==> config.mk <==
export PLATFORM = sky130hd
export DESIGN_NAME = cpu_lsu
export DESIGN_NICKNAME = d
export VERILOG_FILES = /design/src/rtl/cpu_lsu.sv
export SDC_FILE = /design/constraint.sdc
export NUM_CORES = 1
export LEC_CHECK = 0
export CORE_ASPECT_RATIO = 1.5
export CORE_MARGIN = 8
export CORE_UTILIZATION = 53
export DETAILED_ROUTE_END_ITERATION = 8
export GPL_TIMING_DRIVEN = 0
export PLACE_DENSITY = 0.81
export SETUP_SLACK_MARGIN = 0.4
export SLEW_MARGIN = 5
export SYNTH_ARGS = -nofsm -noshare
export SYNTH_HDL_FRONTEND = slang
export SYNTH_SLANG_ARGS = --single-unit
export TNS_END_PERCENT = 100
==> constraint.sdc <==
create_clock -name clk -period 3.9 [get_ports clk]
set_clock_uncertainty 0.05 [all_clocks]
set_input_delay 0.39 -clock clk [delete_from_list [all_inputs] [get_ports clk]]
set_output_delay 0.39 -clock clk [all_outputs]
set_load 0.005 [all_outputs]
==> src/rtl/cpu_lsu.sv <==
// In-order load/store unit with a DEPTH-entry request queue.
// Execute pushes LOAD/STORE requests. The head entry is issued to the memory
// port as a one-cycle strobe, and the unit waits in WAIT for the matching
// acknowledge. Load data goes back to writeback as a one-cycle pulse.
// Each access is bounded by a timeout, which sets a sticky error flag.
// flush drops every queued request that has not been issued yet.
module cpu_lsu #(
    parameter int DATA_W  = 32,
    parameter int ADDR_W  = 11,
    parameter int DEST_W  = 6,
    parameter int DEPTH   = 4,
    parameter int TIMEOUT = 255
) (
    input  logic                       clk,
    input  logic                       reset,
    input  logic                       flush,
    input  logic                       req_valid,
    output logic                       req_ready,
    input  logic                       req_is_store,
    input  logic [ADDR_W-1:0]          req_addr,
    input  logic [DATA_W-1:0]          req_wdata,
    input  logic [DEST_W-1:0]          req_dest,
    output logic                       mem_read,
    output logic                       mem_write,
    output logic [ADDR_W-1:0]          mem_adrs,
    output logic [DATA_W-1:0]          mem_wdata,
    input  logic [DATA_W-1:0]          mem_rdata,
    input  logic                       read_load_valid,
    input  logic                       write_store_valid,
    output logic                       wb_valid,
    output logic [DEST_W-1:0]          wb_dest,
    output logic [DATA_W-1:0]          wb_data,
    output logic                       busy,
    output logic [$clog2(DEPTH+1)-1:0] pending,
    output logic                       error
);

    localparam int PTR_W = $clog2(DEPTH);
    localparam int CNT_W = $clog2(DEPTH + 1);
    localparam int TO_W  = $clog2(TIMEOUT + 1);

    typedef enum logic [1:0] {
        ST_IDLE  = 2'd0,
        ST_ISSUE = 2'd1,
        ST_WAIT  = 2'd2
    } state_t;

    // Queue storage. The head entry is read directly, because the issue logic
    // needs it in the same cycle that it decides to leave IDLE.
    logic              q_is_store [DEPTH];
    logic [ADDR_W-1:0] q_addr     [DEPTH];
    logic [DATA_W-1:0] q_wdata    [DEPTH];
    logic [DEST_W-1:0] q_dest     [DEPTH];

    logic [PTR_W-1:0]  rd_ptr_reg;
    logic [PTR_W-1:0]  wr_ptr_reg;
    logic [CNT_W-1:0]  count_reg;

    state_t            state_reg, state_next;
    logic [TO_W-1:0]   wait_cnt_reg, wait_cnt_next;

    logic              mem_read_reg, mem_read_next;
    logic              mem_write_reg, mem_write_next;
    logic [ADDR_W-1:0] mem_adrs_reg, mem_adrs_next;
    logic [DATA_W-1:0] mem_wdata_reg, mem_wdata_next;
    logic              wb_valid_reg, wb_valid_next;
    logic [DEST_W-1:0] wb_dest_reg, wb_dest_next;
    logic [DATA_W-1:0] wb_data_reg, wb_data_next;
    logic              error_reg, error_next;

    logic              push;
    logic              pop;
    logic              head_is_store;
    logic [ADDR_W-1:0] head_addr;
    logic [DATA_W-1:0] head_wdata;
    logic [DEST_W-1:0] head_dest;
    logic              ack_match;

    // The full check uses the registered count only. A pop in the same cycle
    // therefore never frees a slot for a push.
    assign req_ready = (count_reg < CNT_W'(DEPTH));
    // A request that arrives in the same cycle as flush is dropped.
    assign push      = req_valid && req_ready && !flush;

    assign head_is_store = q_is_store[rd_ptr_reg];
    assign head_addr     = q_addr[rd_ptr_reg];
    assign head_wdata    = q_wdata[rd_ptr_reg];
    assign head_dest     = q_dest[rd_ptr_reg];

    // Only the acknowledge that matches the kind of access in flight counts.
    assign ack_match = head_is_store ? write_store_valid : read_load_valid;

    // Write the entry payload. Storage has no reset because the count qualifies every slot.
    always_ff @(posedge clk) begin
        if (push) begin
            q_is_store[wr_ptr_reg] <= req_is_store;
            q_addr[wr_ptr_reg]     <= req_addr;
            q_wdata[wr_ptr_reg]    <= req_wdata;
            q_dest[wr_ptr_reg]     <= req_dest;
        end
    end

    // Update the queue pointers and the occupancy count. A flush keeps only the in-flight head.
    always_ff @(posedge clk or posedge reset) begin
        if (reset) begin
            rd_ptr_reg <= '0;
            wr_ptr_reg <= '0;
            count_reg  <= '0;
        end else if (flush) begin
            if (state_reg != ST_IDLE) begin
                rd_ptr_reg <= pop ? rd_ptr_reg + PTR_W'(1) : rd_ptr_reg;
                wr_ptr_reg <= rd_ptr_reg + PTR_W'(1);
                count_reg  <= pop ? '0 : CNT_W'(1);
            end else begin
                wr_ptr_reg <= rd_ptr_reg;
                count_reg  <= '0;
            end
        end else begin
            if (push) begin
                wr_ptr_reg <= wr_ptr_reg + PTR_W'(1);
            end
            if (pop) begin
                rd_ptr_reg <= rd_ptr_reg + PTR_W'(1);
            end
            if (push && !pop) begin
                count_reg <= count_reg + CNT_W'(1);
            end else if (!push && pop) begin
                count_reg <= count_reg - CNT_W'(1);
            end
        end
    end

    // Compute the next FSM state and the next values of all registered outputs.
    always_comb begin
        state_next     = state_reg;
        wait_cnt_next  = wait_cnt_reg;
        pop            = 1'b0;
        mem_read_next  = 1'b0;
        mem_write_next = 1'b0;
        mem_adrs_next  = mem_adrs_reg;
        mem_wdata_next = mem_wdata_reg;
        wb_valid_next  = 1'b0;
        wb_dest_next   = wb_dest_reg;
        wb_data_next   = wb_data_reg;
        error_next     = error_reg;

        unique case (state_reg)
            ST_IDLE: begin
                mem_adrs_next  = '0;
                mem_wdata_next = '0;
                // A flush in IDLE empties the queue, so no issue is started that cycle.
                if ((count_reg != '0) && !flush) begin
                    state_next     = ST_ISSUE;
                    mem_read_next  = !head_is_store;
                    mem_write_next = head_is_store;
                    mem_adrs_next  = head_addr;
                    mem_wdata_next = head_is_store ? head_wdata : '0;
                end
            end
            ST_ISSUE: begin
                // Acknowledges during the strobe cycle are ignored.
                state_next    = ST_WAIT;
                wait_cnt_next = '0;
            end
            ST_WAIT: begin
                if (ack_match) begin
                    pop            = 1'b1;
                    state_next     = ST_IDLE;
                    mem_adrs_next  = '0;
                    mem_wdata_next = '0;
                    if (!head_is_store) begin
                        wb_valid_next = 1'b1;
                        wb_dest_next  = head_dest;
                        wb_data_next  = mem_rdata;
                    end
                end else if (wait_cnt_reg == TO_W'(TIMEOUT - 1)) begin
                    // Abandon the access. The entry is dropped and produces no writeback.
                    pop            = 1'b1;
                    error_next     = 1'b1;
                    state_next     = ST_IDLE;
                    mem_adrs_next  = '0;
                    mem_wdata_next = '0;
                end else begin
                    wait_cnt_next = wait_cnt_reg + TO_W'(1);
                end
            end
            default: begin
                state_next = ST_IDLE;
            end
        endcase
    end

    // Register the FSM state, the timeout counter and every output.
    always_ff @(posedge clk or posedge reset) begin
        if (reset) begin
            state_reg     <= ST_IDLE;
            wait_cnt_reg  <= '0;
            mem_read_reg  <= 1'b0;
            mem_write_reg <= 1'b0;
            mem_adrs_reg  <= '0;
            mem_wdata_reg <= '0;
            wb_valid_reg  <= 1'b0;
            wb_dest_reg   <= '0;
            wb_data_reg   <= '0;
            error_reg     <= 1'b0;
        end else begin
            state_reg     <= state_next;
            wait_cnt_reg  <= wait_cnt_next;
            mem_read_reg  <= mem_read_next;
            mem_write_reg <= mem_write_next;
            mem_adrs_reg  <= mem_adrs_next;
            mem_wdata_reg <= mem_wdata_next;
            wb_valid_reg  <= wb_valid_next;
            wb_dest_reg   <= wb_dest_next;
            wb_data_reg   <= wb_data_next;
            error_reg     <= error_next;
        end
    end

    assign mem_read  = mem_read_reg;
    assign mem_write = mem_write_reg;
    assign mem_adrs  = mem_adrs_reg;
    assign mem_wdata = mem_wdata_reg;
    assign wb_valid  = wb_valid_reg;
    assign wb_dest   = wb_dest_reg;
    assign wb_data   = wb_data_reg;
    assign error     = error_reg;
    assign pending   = count_reg;
    assign busy      = (count_reg != '0);

endmodule

==> results.yml <==
status:
  status: "finished clean"
timing:
  rsz0062_at_grt: "false"
  slew_headroom_pct: 31.4
  final.setup.tns_ps: 0
  finalCritPeriodShare_pct: 77.1
  worst_pin_slew_ps: 1010
  slew_viol_final: 0
  fmax_mhz: 332
  setup_viol: 0
  holdWs_ps: 277
  finalHoldViolations: 0
  worst_slack_ps: 892
  finalCriticalPeriod_ps: 3010
floorplanning:
  io_pins: 178
  die_x_um: 135
  start_util_pct: 53.7
  die_y_um: 195
  rows: 65
  die_area_sq_mm: 0.0263
  coreArea_sq_mm: 0.0210
global_routing:
  grt_pass1_wl_mm: 37.5
  grt.overflow.total: 0
  grt_usage_pct: 18.2
  antenna_found_initial: 1
  grt_max_degree: 53
  grt_most_used_layer: "met2"
  grt_pass1_vias: 6712
  gr-usage-met3_pct: 4.00
  use_met2_pct: 31.8
  met1_usage_pct: 21.4
power_and_ir_drop:
  pwr-share-clk_pct: 27.5
  power_density_mw_per_mm2: 702
  switching_share_pct: 26.7
  p_sw_mw: 2.69
  p_leak_nw: 5.26
  p_int_mw: 7.40
  seqPwrFrac_pct: 43.1
  vdd_drop_max_mv: 0.426
  power_frac_comb_pct: 29.4
clocking:
  h-tree-depth: 1
  clock_latency_ps: 520
  hold_buffers: 0
  cts_resized: 0
  clock_path_buffers: 3
  clk_pin_slew_ps: 60
  cts_tree: "built"
  cts_buffers: 27
  cts_setup_buffers: 0
  root_buffer: "clkbuf_16"
  clock-sinks: 302
finish:
  final_common_cell: "edfxtp_1"
  layout_common_cells: "200 x edfxtp_1, 177 x clkdlybuf4s50_1, 102 x dfrtp_1"
  fin_cells: 1056
  area_delta_synth_final_pct: 27.5
  final_nets: 862
  largest_register_ffs: 128
  top_regs: "q_wdata (128), q_addr (44)"
  final_util_pct: 68.5
  register_area_sq_mm: 0.00856
  largest_register: "q_wdata"
  multi_input_area_sq_mm: 0.00256
  drive_gt1_share_pct: 19.8
  nFillCells: 1343
route:
  drc: 0
  drt-total-wl_mm: 23.8
  vias_per_cell: 5.63
  dr_total_vias: 5945
  drtIter0Drc: 276
  dr.pass1.iters: 5
  ant_nets: 0
  routedWlPerCell_um: 22.6
yosys:
  ys.flop_type: "edfxtp_1"
  avgSynthCellArea_sq_um: 20.1
  synth_fa_ha_area_share_pct: 0.844
  async_flop_share_pct: 33.8
  mappedNetlistNets: 655
  synth_top_family_by_area: "multiplexers"
  yosysUniqueCellTypes: 38
  synthMuxAreaShare_pct: 14.4
  syn_inst: 560
  synth-simple-area-share_pct: 2.40
  synth_compound_area_share_pct: 4.43
  synth-edff-count: 200
  seq_area_frac_synth_pct: 75.9
  yosysWarningCount: 0
  netlist_area_sq_mm: 0.0113
  yosys_register_bits: 302
  synthXorXnorAreaFrac_pct: 0.622
critical_path:
  cp-start-kind: "register"
  rr_worst_depth: 9
  cpLargestDelayFamily: "multiplexers"
  cp.arrival_ps: 3390
  endpoint_kind: "register"
  crit_end: "pending[2]"
  cp_cell_sequence: "clkbuf_1, mux4_2, mux2i_4, a21oi_2, nor2b_1, fa_1, nor2b_1, nand3_1, a41oi_1"
  worstSetupPathType: "register to register"
  startpoint: "rd_ptr_reg[1]"
  critPathRequiredTime_ps: 4280
  reg2reg_to: "pending[2]"
  path_common_cell: "nor2b_1"
  crit_slowest_cell: "mux4_2"
  max_stage_delay_ps: 480
  rrSetupSlack_ps: 890
  rr_startpoint: "rd_ptr_reg[1]"
  cp_max_fo: 8
  cp_num_cells: 9
  critPathBufInv: 1
placed_design:
  dp_hpwl_mm: 15.5
  dp.cells: 1006
  portBuffers: 177
  dp_slack_ps: 808
  place_congestion: 0.799
flow_run:
  maxCapViolCount: 0
min_path:
  hp-class: "input pin to asynchronous set/reset pin"
==> kinds of logic after synthesis <==
logic type,Yosys count
flops,302
mux,93
fa+ha+maj,7
buf+inv,37
compound gates,61
xor+xnor,8
simple gates,52
==> worst register-to-register path, stage by stage, from the launching register on <==
cell and delay, ps:
dfrtp_1 320, clkbuf_1 360, mux4_2 490, mux2i_4 280, a21oi_2 340, nor2b_1 110, fa_1 440, nor2b_1 190
nand3_1 110, a41oi_1 230
==> cell usage after synthesis (4+ instances only) <==
library cell | n | share of area [%]
ha_1 | 6 | 0.67
buf_2 | 9 | 0.40
inv_1 | 7 | 0.23
a21oi_1 | 4 | 0.18
nor2_1 | 11 | 0.37
edfxtp_1 | 200 | 53
nor2b_1 | 7 | 0.39
mux4_2 | 50 | 10
clkbuf_1 | 17 | 0.57
nand3_1 | 9 | 0.40
and2_1 | 5 | 0.28
dfrtp_1 | 102 | 23
mux2_2 | 39 | 3.9
o21ai_0 | 5 | 0.22
a22o_1 | 44 | 3.4
nand2_1 | 9 | 0.30
xnor2_1 | 5 | 0.39
==> per-stage QoR <==
stage / power [mW] / area, sq um
2_1_floorplan: 5.98 / 11300
3_3_place_gp: 7.29 / 13400
3_5_place_dp: 7.43 / 13400
4_1_cts: 10.2 / 14400
5_1_grt: 10.6 / 14400
6_report: 10.1 / 14400
==> how the worst min path moves through the flow <==
stage,from,endpoint,slack (ps)
detailed placement,error,error,420
CTS,reset,wb_data[12],310
finish,reset,wb_data[12],280
global placement,error,error,400
floorplan,error,error,400
global route,reset,wb_data[12],350
==> power groups by stage <==
stage | Sequential (mW) | Combinational [mW] | Clock (mW)
3_5_place_dp | 4.41 | 3.02 | 0
3_3_place_gp | 4.39 | 2.91 | 0
4_1_cts | 4.36 | 3.04 | 2.82
6_report | 4.35 | 2.97 | 2.77
5_1_grt | 4.42 | 3.20 | 2.93
2_1_floorplan | 4.38 | 1.60 | 0
==> metal layers <==
layer  routed length (um)  vias to the layer above
li1                     -                     2632
met1                 9150                     3028
met2                12400                      232
met3                 1640                       53
met4                  666                        0
met5                    0                        -
==> area by class of cell <==
cell class	instances	area share [%]
clock buffer	36	5.49
clock inverter	13	1.13
buffer	30	0.914
tap	268	2.33
inverter	7	0.200
timing repair buffer	178	12.5
antenna	1	0.0174
multi-input combinational	221	17.8
sequential	302	59.6
No activity file was read; power rests on OpenSTA's default activity.
